--- src/rtl/aes_pkg.sv ---
// -----------------------------------------------------------------------------
// aes_pkg
// Shared AES datapath types and helpers.
//   byte_t  : one state byte
//   word_t  : one 32-bit state column, {row0,row1,row2,row3}, row0 in 31:24
//   state_t : full 128-bit state, column-major, column 0 in bits 127:96
//   NB      : number of columns (and rows) in the state
//   MODE_INV / MODE_FWD : permutation direction selectors
//   getByte : extracts byte (row, col) from a state_t
// -----------------------------------------------------------------------------
package aes_pkg;

   typedef logic [7:0]   byte_t;
   typedef logic [31:0]  word_t;
   typedef logic [127:0] state_t;

   localparam int NB       = 4;
   localparam bit MODE_INV = 1'b1;
   localparam bit MODE_FWD = 1'b0;

   // Byte (row, col) lives at linear position 4*col+row counted from the MSB end.
   function automatic byte_t getByte(state_t s, logic [1:0] row, logic [1:0] col);
      logic [3:0] pos;
      pos = {col, row};
      return s[8*(15 - int'(pos)) +: 8];
   endfunction

endpackage

--- src/rtl/inv_shift_rows_stream_if.sv ---
// -----------------------------------------------------------------------------
// inv_shift_rows_stream_if
// Column-serial stream bundle for the ShiftRows permuter.
//   S_in / S_valid_in / S_ready_out       : input column handshake
//   D_out / D_valid_out / D_ready_in      : output column handshake
//   D_idx_out                             : column index (0..3) of D_out
//   D_last_out                            : high with column 3 of a block
// Modports:
//   slave  : the permuter itself
//   master : the environment (producer + consumer) around it
// -----------------------------------------------------------------------------
interface inv_shift_rows_stream_if;
   import aes_pkg::*;

   word_t       S_in;
   logic        S_valid_in;
   logic        S_ready_out;
   word_t       D_out;
   logic        D_valid_out;
   logic        D_ready_in;
   logic [1:0]  D_idx_out;
   logic        D_last_out;

   modport slave (
      input  S_in, S_valid_in, D_ready_in,
      output S_ready_out, D_out, D_valid_out, D_idx_out, D_last_out
   );

   modport master (
      output S_in, S_valid_in, D_ready_in,
      input  S_ready_out, D_out, D_valid_out, D_idx_out, D_last_out
   );

endinterface

--- src/rtl/inv_shift_rows_stream_perm.sv ---
// -----------------------------------------------------------------------------
// shift_rows_perm
// Purely combinational 128->128 AES row rotation.
//   MODE = MODE_INV : out[r][c] = in[r][(c-r) mod 4]   (InvShiftRows)
//   MODE = MODE_FWD : out[r][c] = in[r][(c+r) mod 4]   (ShiftRows)
// Ports:
//   state_i : input state, column-major
//   state_o : permuted state, same layout
// -----------------------------------------------------------------------------
module shift_rows_perm
   import aes_pkg::*;
#(
   parameter bit MODE = MODE_INV
) (
   input  state_t state_i,
   output state_t state_o
);

   // Pure wiring: each output byte picks its source column at elaboration time.
   for (genvar c = 0; c < NB; c++) begin : g_col
      for (genvar r = 0; r < NB; r++) begin : g_row
         localparam int SRC = MODE ? ((c - r + NB) % NB) : ((c + r) % NB);
         assign state_o[8*(15 - (4*c + r)) +: 8] = getByte(state_i, 2'(r), 2'(SRC));
      end
   end

endmodule

--- src/rtl/inv_shift_rows_stream.sv ---
// -----------------------------------------------------------------------------
// inv_shift_rows_stream
// Column-serial AES InvShiftRows (or ShiftRows) permuter with ping-pong
// buffering for a sustained rate of one column per cycle.
// Parameters:
//   MODE : MODE_INV (1) selects InvShiftRows, MODE_FWD (0) selects ShiftRows
// Ports:
//   clk : rising-edge clock
//   rst : synchronous active-high reset, drops partial blocks
//   io  : stream bundle (slave modport), input and output column handshakes
// -----------------------------------------------------------------------------
module inv_shift_rows_stream
   import aes_pkg::*;
#(
   parameter bit MODE = MODE_INV
) (
   input  logic                    clk,
   input  logic                    rst,
   inv_shift_rows_stream_if.slave  io
);

   state_t      bank_q [2];
   logic [1:0]  full_q, full_d;
   logic        wrBank_q, wrBank_d;
   logic        rdBank_q, rdBank_d;
   logic [1:0]  wrCnt_q, wrCnt_d;
   logic [1:0]  rdCnt_q, rdCnt_d;

   logic        sReady;
   logic        dValid;
   logic        sAccept;
   logic        dAccept;
   state_t      permState;
   word_t       permCol;

   // Both handshake flags come straight from registered full flags, so a bank
   // freed this cycle only becomes writable on the next one.
   assign sReady  = !full_q[wrBank_q];
   assign dValid  = full_q[rdBank_q];
   assign sAccept = io.S_valid_in && sReady;
   assign dAccept = dValid && io.D_ready_in;

   // Next-state for pointers, counters and flags. A write only targets an empty
   // bank and a read only a full one, so both sides never touch the same flag.
   always_comb begin
      full_d   = full_q;
      wrBank_d = wrBank_q;
      rdBank_d = rdBank_q;
      wrCnt_d  = wrCnt_q;
      rdCnt_d  = rdCnt_q;
      if (sAccept) begin
         wrCnt_d = wrCnt_q + 2'd1;
         if (wrCnt_q == 2'd3) begin
            full_d[wrBank_q] = 1'b1;
            wrBank_d         = ~wrBank_q;
         end
      end
      if (dAccept) begin
         rdCnt_d = rdCnt_q + 2'd1;
         if (rdCnt_q == 2'd3) begin
            full_d[rdBank_q] = 1'b0;
            rdBank_d         = ~rdBank_q;
         end
      end
   end

   // Control state register with synchronous reset.
   always_ff @(posedge clk) begin
      if (rst) begin
         full_q   <= 2'b00;
         wrBank_q <= 1'b0;
         rdBank_q <= 1'b0;
         wrCnt_q  <= 2'd0;
         rdCnt_q  <= 2'd0;
      end else begin
         full_q   <= full_d;
         wrBank_q <= wrBank_d;
         rdBank_q <= rdBank_d;
         wrCnt_q  <= wrCnt_d;
         rdCnt_q  <= rdCnt_d;
      end
   end

   // Bank storage needs no reset: contents are only observed behind a full flag.
   // Column k sits at bit offset 32*(3-k), which is {~k, 5'b0}.
   always_ff @(posedge clk) begin
      if (sAccept) begin
         bank_q[wrBank_q][{~wrCnt_q, 5'b0} +: 32] <= io.S_in;
      end
   end

   shift_rows_perm #(
      .MODE (MODE)
   ) u_perm (
      .state_i (bank_q[rdBank_q]),
      .state_o (permState)
   );

   assign permCol = permState[{~rdCnt_q, 5'b0} +: 32];

   // Outputs are forced to zero whenever nothing valid is presented.
   assign io.S_ready_out = sReady;
   assign io.D_valid_out = dValid;
   assign io.D_out       = dValid ? permCol : '0;
   assign io.D_idx_out   = dValid ? rdCnt_q : 2'd0;
   assign io.D_last_out  = dValid && (rdCnt_q == 2'd3);

endmodule

--- src/flat_wrapper.sv ---
// flat-port wrapper written by rule: the top's interface ports become plain ports
module inv_shift_rows_stream_flat import aes_pkg::*;
#(
   parameter bit MODE = MODE_INV
)
  (clk, rst, io_S_in, io_S_valid_in, io_D_ready_in, io_S_ready_out, io_D_out, io_D_valid_out, io_D_idx_out, io_D_last_out);
  inv_shift_rows_stream_if io_i ();
  input  logic clk;
  input  logic rst;
  input wire logic [$bits(io_i.S_in)-1:0] io_S_in;
  input wire logic [$bits(io_i.S_valid_in)-1:0] io_S_valid_in;
  input wire logic [$bits(io_i.D_ready_in)-1:0] io_D_ready_in;
  output wire logic [$bits(io_i.S_ready_out)-1:0] io_S_ready_out;
  output wire logic [$bits(io_i.D_out)-1:0] io_D_out;
  output wire logic [$bits(io_i.D_valid_out)-1:0] io_D_valid_out;
  output wire logic [$bits(io_i.D_idx_out)-1:0] io_D_idx_out;
  output wire logic [$bits(io_i.D_last_out)-1:0] io_D_last_out;
  assign io_i.S_in = io_S_in;
  assign io_i.S_valid_in = io_S_valid_in;
  assign io_i.D_ready_in = io_D_ready_in;
  assign io_S_ready_out = io_i.S_ready_out;
  assign io_D_out = io_i.D_out;
  assign io_D_valid_out = io_i.D_valid_out;
  assign io_D_idx_out = io_i.D_idx_out;
  assign io_D_last_out = io_i.D_last_out;
  inv_shift_rows_stream #(.MODE(MODE)) u_core (.clk(clk), .rst(rst), .io(io_i));
endmodule
--- config.mk ---
export PLATFORM = sky130hd
export DESIGN_NAME = inv_shift_rows_stream_flat
export DESIGN_NICKNAME = d
export VERILOG_FILES = /design/src/rtl/aes_pkg.sv /design/src/rtl/inv_shift_rows_stream_if.sv /design/src/rtl/inv_shift_rows_stream_perm.sv /design/src/rtl/inv_shift_rows_stream.sv /design/src/flat_wrapper.sv
export SDC_FILE = /design/constraint.sdc
export NUM_CORES = 1
export LEC_CHECK = 0
export CAP_MARGIN = 30
export CORE_ASPECT_RATIO = 0.5
export CORE_MARGIN = 4
export CORE_UTILIZATION = 58
export CTS_BUF_LIST = sky130_fd_sc_hd__clkbuf_4 sky130_fd_sc_hd__clkbuf_8 sky130_fd_sc_hd__clkbuf_16
export DETAILED_ROUTE_END_ITERATION = 7
export GPL_TIMING_DRIVEN = 1
export MAX_ROUTING_LAYER = met4
export PLACE_DENSITY = 0.79
export SLEW_MARGIN = 20
export SYNTH_ARGS = -nofsm -noshare
export SYNTH_HDL_FRONTEND = slang
export SYNTH_SLANG_ARGS = --single-unit
--- constraint.sdc ---
create_clock -name clk -period 7 [get_ports clk]
set_input_delay 1.4 -clock clk [delete_from_list [all_inputs] [get_ports clk]]
set_output_delay 1.4 -clock clk [all_outputs]
set_load 0.02 [all_outputs]
==> qor.tcl <==
set qor(run_status) {complete, no violations}
set qor(ys_types) 30
set qor(power.sequential.fraction_pct) 57.7
set qor(finalClockSkew_ns) 0.01467
set qor(clock_tree_from_tritoncts) {yes}
set qor(synth_simple_gate_area_share_pct) 8.722
set qor(grt_pass1_wl_um) 34960
set qor(drt.antenna.violating_nets) 0
set qor(cts_made_buffers) 23
set qor(register_area_um2) 7873
set qor(power_density_nw_per_um2) 244.6
set qor(power.ir.vdd_worst_uv) 130.3
set qor(insertedDiodeCount) 0
set qor(worstMarginPinSlew_ns) 0.9265
set qor(setup-violations-final) 0
set qor(grt_usage_pct) 22.36
set qor(fillCellCount) 1186
set qor(clock-root-buffer) {clkbuf_16}
set qor(route.detailed.vias_per_inst) 5.890
set qor(post_synth.cell_area_avg_um2) 18.76
set qor(synth.area.mux_share_pct) 13.57
set qor(largest_family_of_logic_cells_by_synthesized_area) {multiplexers}
set qor(p_sw_mw) 0.6271
set qor(grt_most_used_layer) {met2}
set qor(clock_power_share_pct) 37.0
set qor(design.portCount) 73
set qor(crit_path_end_kind) {primary output}
set qor(grt_pass1_vias) 6005
set qor(clock_path_buffers) 3
set qor(hold_viol_final) 0
set qor(core_area_um2) 18480
set qor(ys_ff_latch) 265
set qor(cp_cell_sequence) {buf_12 > buf_4 > mux4_2 > a22o_1 > clkdlybuf4s50_1}
set qor(clock_transition_at_the_registers_of_the_reported_paths_ns) 0.07
set qor(final.setup.tns_ns) 0
set qor(startpoint_type_of_the_worst_setup_path) {flop}
set qor(antenna_found_initial) 0
set qor(grt_max_degree) 45
set qor(drt_iter0_drc) 432
set qor(clock_sinks) 265
set qor(synth_compound_gate_area_share_pct) 3.329
set qor(max_freq_ghz) 0.2141
set qor(row_count) 35
set qor(worstPathRequired_ns) 5.60
set qor(floorplan.initialDensity_pct) 59.38
set qor(seq_area_frac_synth_pct) 71.69
set qor(path_category_of_the_worst_min_delay_check) {reg2reg}
set qor(multi_input_area_um2) 2957
set qor(ctsHtreeMaxLevel) 1
set qor(drv_slew) 0
set qor(drive_gt1_share_pct) 18.24
set qor(internal-power_mw) 2.480
set qor(dr_total_vias) 5531
set qor(post_drt_wl_per_cell_um) 23.83
set qor(post_cts_resized) 0
set qor(layout-area-overhead-vs-synth_pct) 15.77
set qor(clkLatencyLatePin_ns) 0.50
set qor(post_synth_inst_count) 585
set qor(holdWs_ns) 0.5499
set qor(final_weighted_congestion_in_routability_driven_placement) 0.7167
set qor(pre_cts_slack_ns) 2.671
set qor(grt.overflow.total) 0
set qor(dieArea_um2) 21320
set qor(timing.critical_path.arrival_ns) 3.27
set qor(maxSlewHeadroom_pct) 38.17
set qor(post-route-drc-count) 0
set qor(groute.layer.met1.usage_pct) 30.47
set qor(final.setup.worst_slack_ns) 2.328
set qor(switching_share_pct) 20.18
set qor(final_nets) 706
set qor(globalRouteMet2Util_pct) 37.78
set qor(drt_pass1_iterations) 6
set qor(detailed_place_hpwl_um) 12090
set qor(fraction_of_met3_tracks_used_by_global_routing_pct) 3.074
set qor(yosys_warnings) 0
set qor(final.min_clock_period_ns) 4.672
set qor(critical_path.top_delay_family) {buffers and inverters}
set qor(syn_nets) 627
set qor(yosys.area_share.xor_xnor_pct) 0
set qor(chipHeight_um) 105.3
set qor(path_buf_inv) 3
set qor(cp_max_fo) 23
set qor(relative_contribution_of_combinational_cells_to_total_power_pct) 5.3
set qor(power.static_leakage_nw) 3.852
set qor(rsz0062_at_grt) {false}
set qor(max_stage_delay_ns) 0.64
set qor(synthAdderAreaFrac_pct) 0.6841
set qor(cts-hold-fix-buffers) 0
set qor(final_min_period_over_clock_period_pct) 66.74
set qor(syn_area_um2) 10970
set qor(finalWirelength_um) 22370
set qor(floorplan.die.width_um) 202.5
set qor(place.port_buffers) 72
set qor(timing_worst_setup_path_type) {reg2out}
set qor(maxCapViolCount) 0
set qor(post-cts-setup-buffer-count) 0
set qor(crit_slowest_cell) {dfxtp_4}
metrics by stage:
stage | instances | utilization, % | area [um^2] | total power [mW]
after CTS | 938 | 68.64 | 12680 | 3.121
after floorplan | 585 | - | 10970 | 1.916
after global routing | 939 | 68.75 | 12700 | 3.213
after detailed placement | 897 | 65.00 | 12010 | 1.991
after global placement | 897 | 65.00 | 12010 | 1.983
final | 939 | 68.75 | 12700 | 3.107
logic make-up after synthesis:
family | after synthesis
fa+ha+maj | 6
buf+inv | 41
compound gates | 47
mux | 66
flops | 265
simple gates | 160
final cells by class:
class                           instances  share of cell area (%)
Sequential cell                       265                   61.97
Tap cell                              259                   2.551
Inverter                                7                  0.2068
Multi-Input combinational cell        279                   23.27
Clock inverter                         12                  0.4038
Timing Repair Buffer                   88                   6.717
Clock buffer                           29                   4.885
Yosys cell counts:
cell	number	area, um^2
and2_1	130	813.3
buf_6	6	67.56
a22o_1	32	280.3
inv_1	6	22.52
and2_4	1	8.760
nand2_1	7	26.28
inv_2	1	3.750
clkbuf_1	16	60.06
nor4b_1	1	8.760
o21ai_0	6	30.03
nor4_1	1	6.260
ha_1	6	75.07
nand3_1	4	20.02
mux2i_2	1	13.76
mux4_1	6	157.7
a31oi_1	1	6.260
nand2b_1	1	6.260
a2bb2oi_1	1	8.760
dfxtp_1	9	180.2
buf_4	3	22.52
buf_1	1	3.750
mux2_2	1	11.26
or3_1	2	12.51
a21oi_1	6	30.03
edfxtp_1	256	7687
nor3_1	5	25.02
nor2_1	8	30.03
mux4_2	58	1306
buf_2	8	40.04
a41o_1	1	10.01
power groups by stage:
stage	combinational (mW)	clock, mW	sequential, mW
finish	0.164	1.15	1.79
global route	0.177	1.24	1.79
CTS	0.165	1.16	1.79
detailed placement	0.164	0	1.83
global placement	0.158	0	1.82
floorplan	0.0922	0	1.82
worst reg2reg max path: stages, from the launching register on:
cell and delay (ns):
dfxtp_1 0.49, ha_1 0.36, nand2_1 0.20, or3_1 0.40, inv_1 0.56, buf_4 0.47
metal layers:
layer	up-vias	routed length, um	share of wire (%)
met2	171	11410	51
met5	-	0	0
met1	2859	9541	43
met3	19	1205	5.4
li1	2482	-	-
met4	0	217	0.97
cell usage in the layout (no fill, tap or decap), types with 2 or more instances in the layout:
cell / count
edfxtp_1: 256
o21ai_0: 6
mux4_2: 58
nor3_2: 5
clkdlybuf4s50_1: 72
clkbuf_16: 23
nand2_1: 7
inv_1: 6
clkinv_1: 9
ha_1: 6
a22o_1: 32
nor2_4: 4
clkinv_2: 2
or3_1: 2
buf_4: 15
mux4_1: 6
a21oi_1: 6
clkbuf_4: 6
nor2_1: 3
and2_1: 130
dfxtp_1: 7
nand3_1: 4
state kept, by name (all words and copies together), names as in the netlist, named ones only:
register and flops:
u_core.rdCnt_q 2, u_core.wrBank_q 1, u_core.bank_q 256, u_core.wrCnt_q 2, u_core.rdBank_q 1, u_core.full_q 2
final timing paths:
check,from,to,slack (ns),cells past startpoint
max,flop,io_D_out[9],2.33,5
min,u_core.rdCnt_q[1],u_core.rdCnt_q[1],0.55,2
max reg2reg,u_core.wrCnt_q[0],u_core.bank_q[0][12],4.15,5
min reg2reg,u_core.rdCnt_q[1],u_core.rdCnt_q[1],0.55,2
Note: power is estimated with default switching activity, not from simulation.
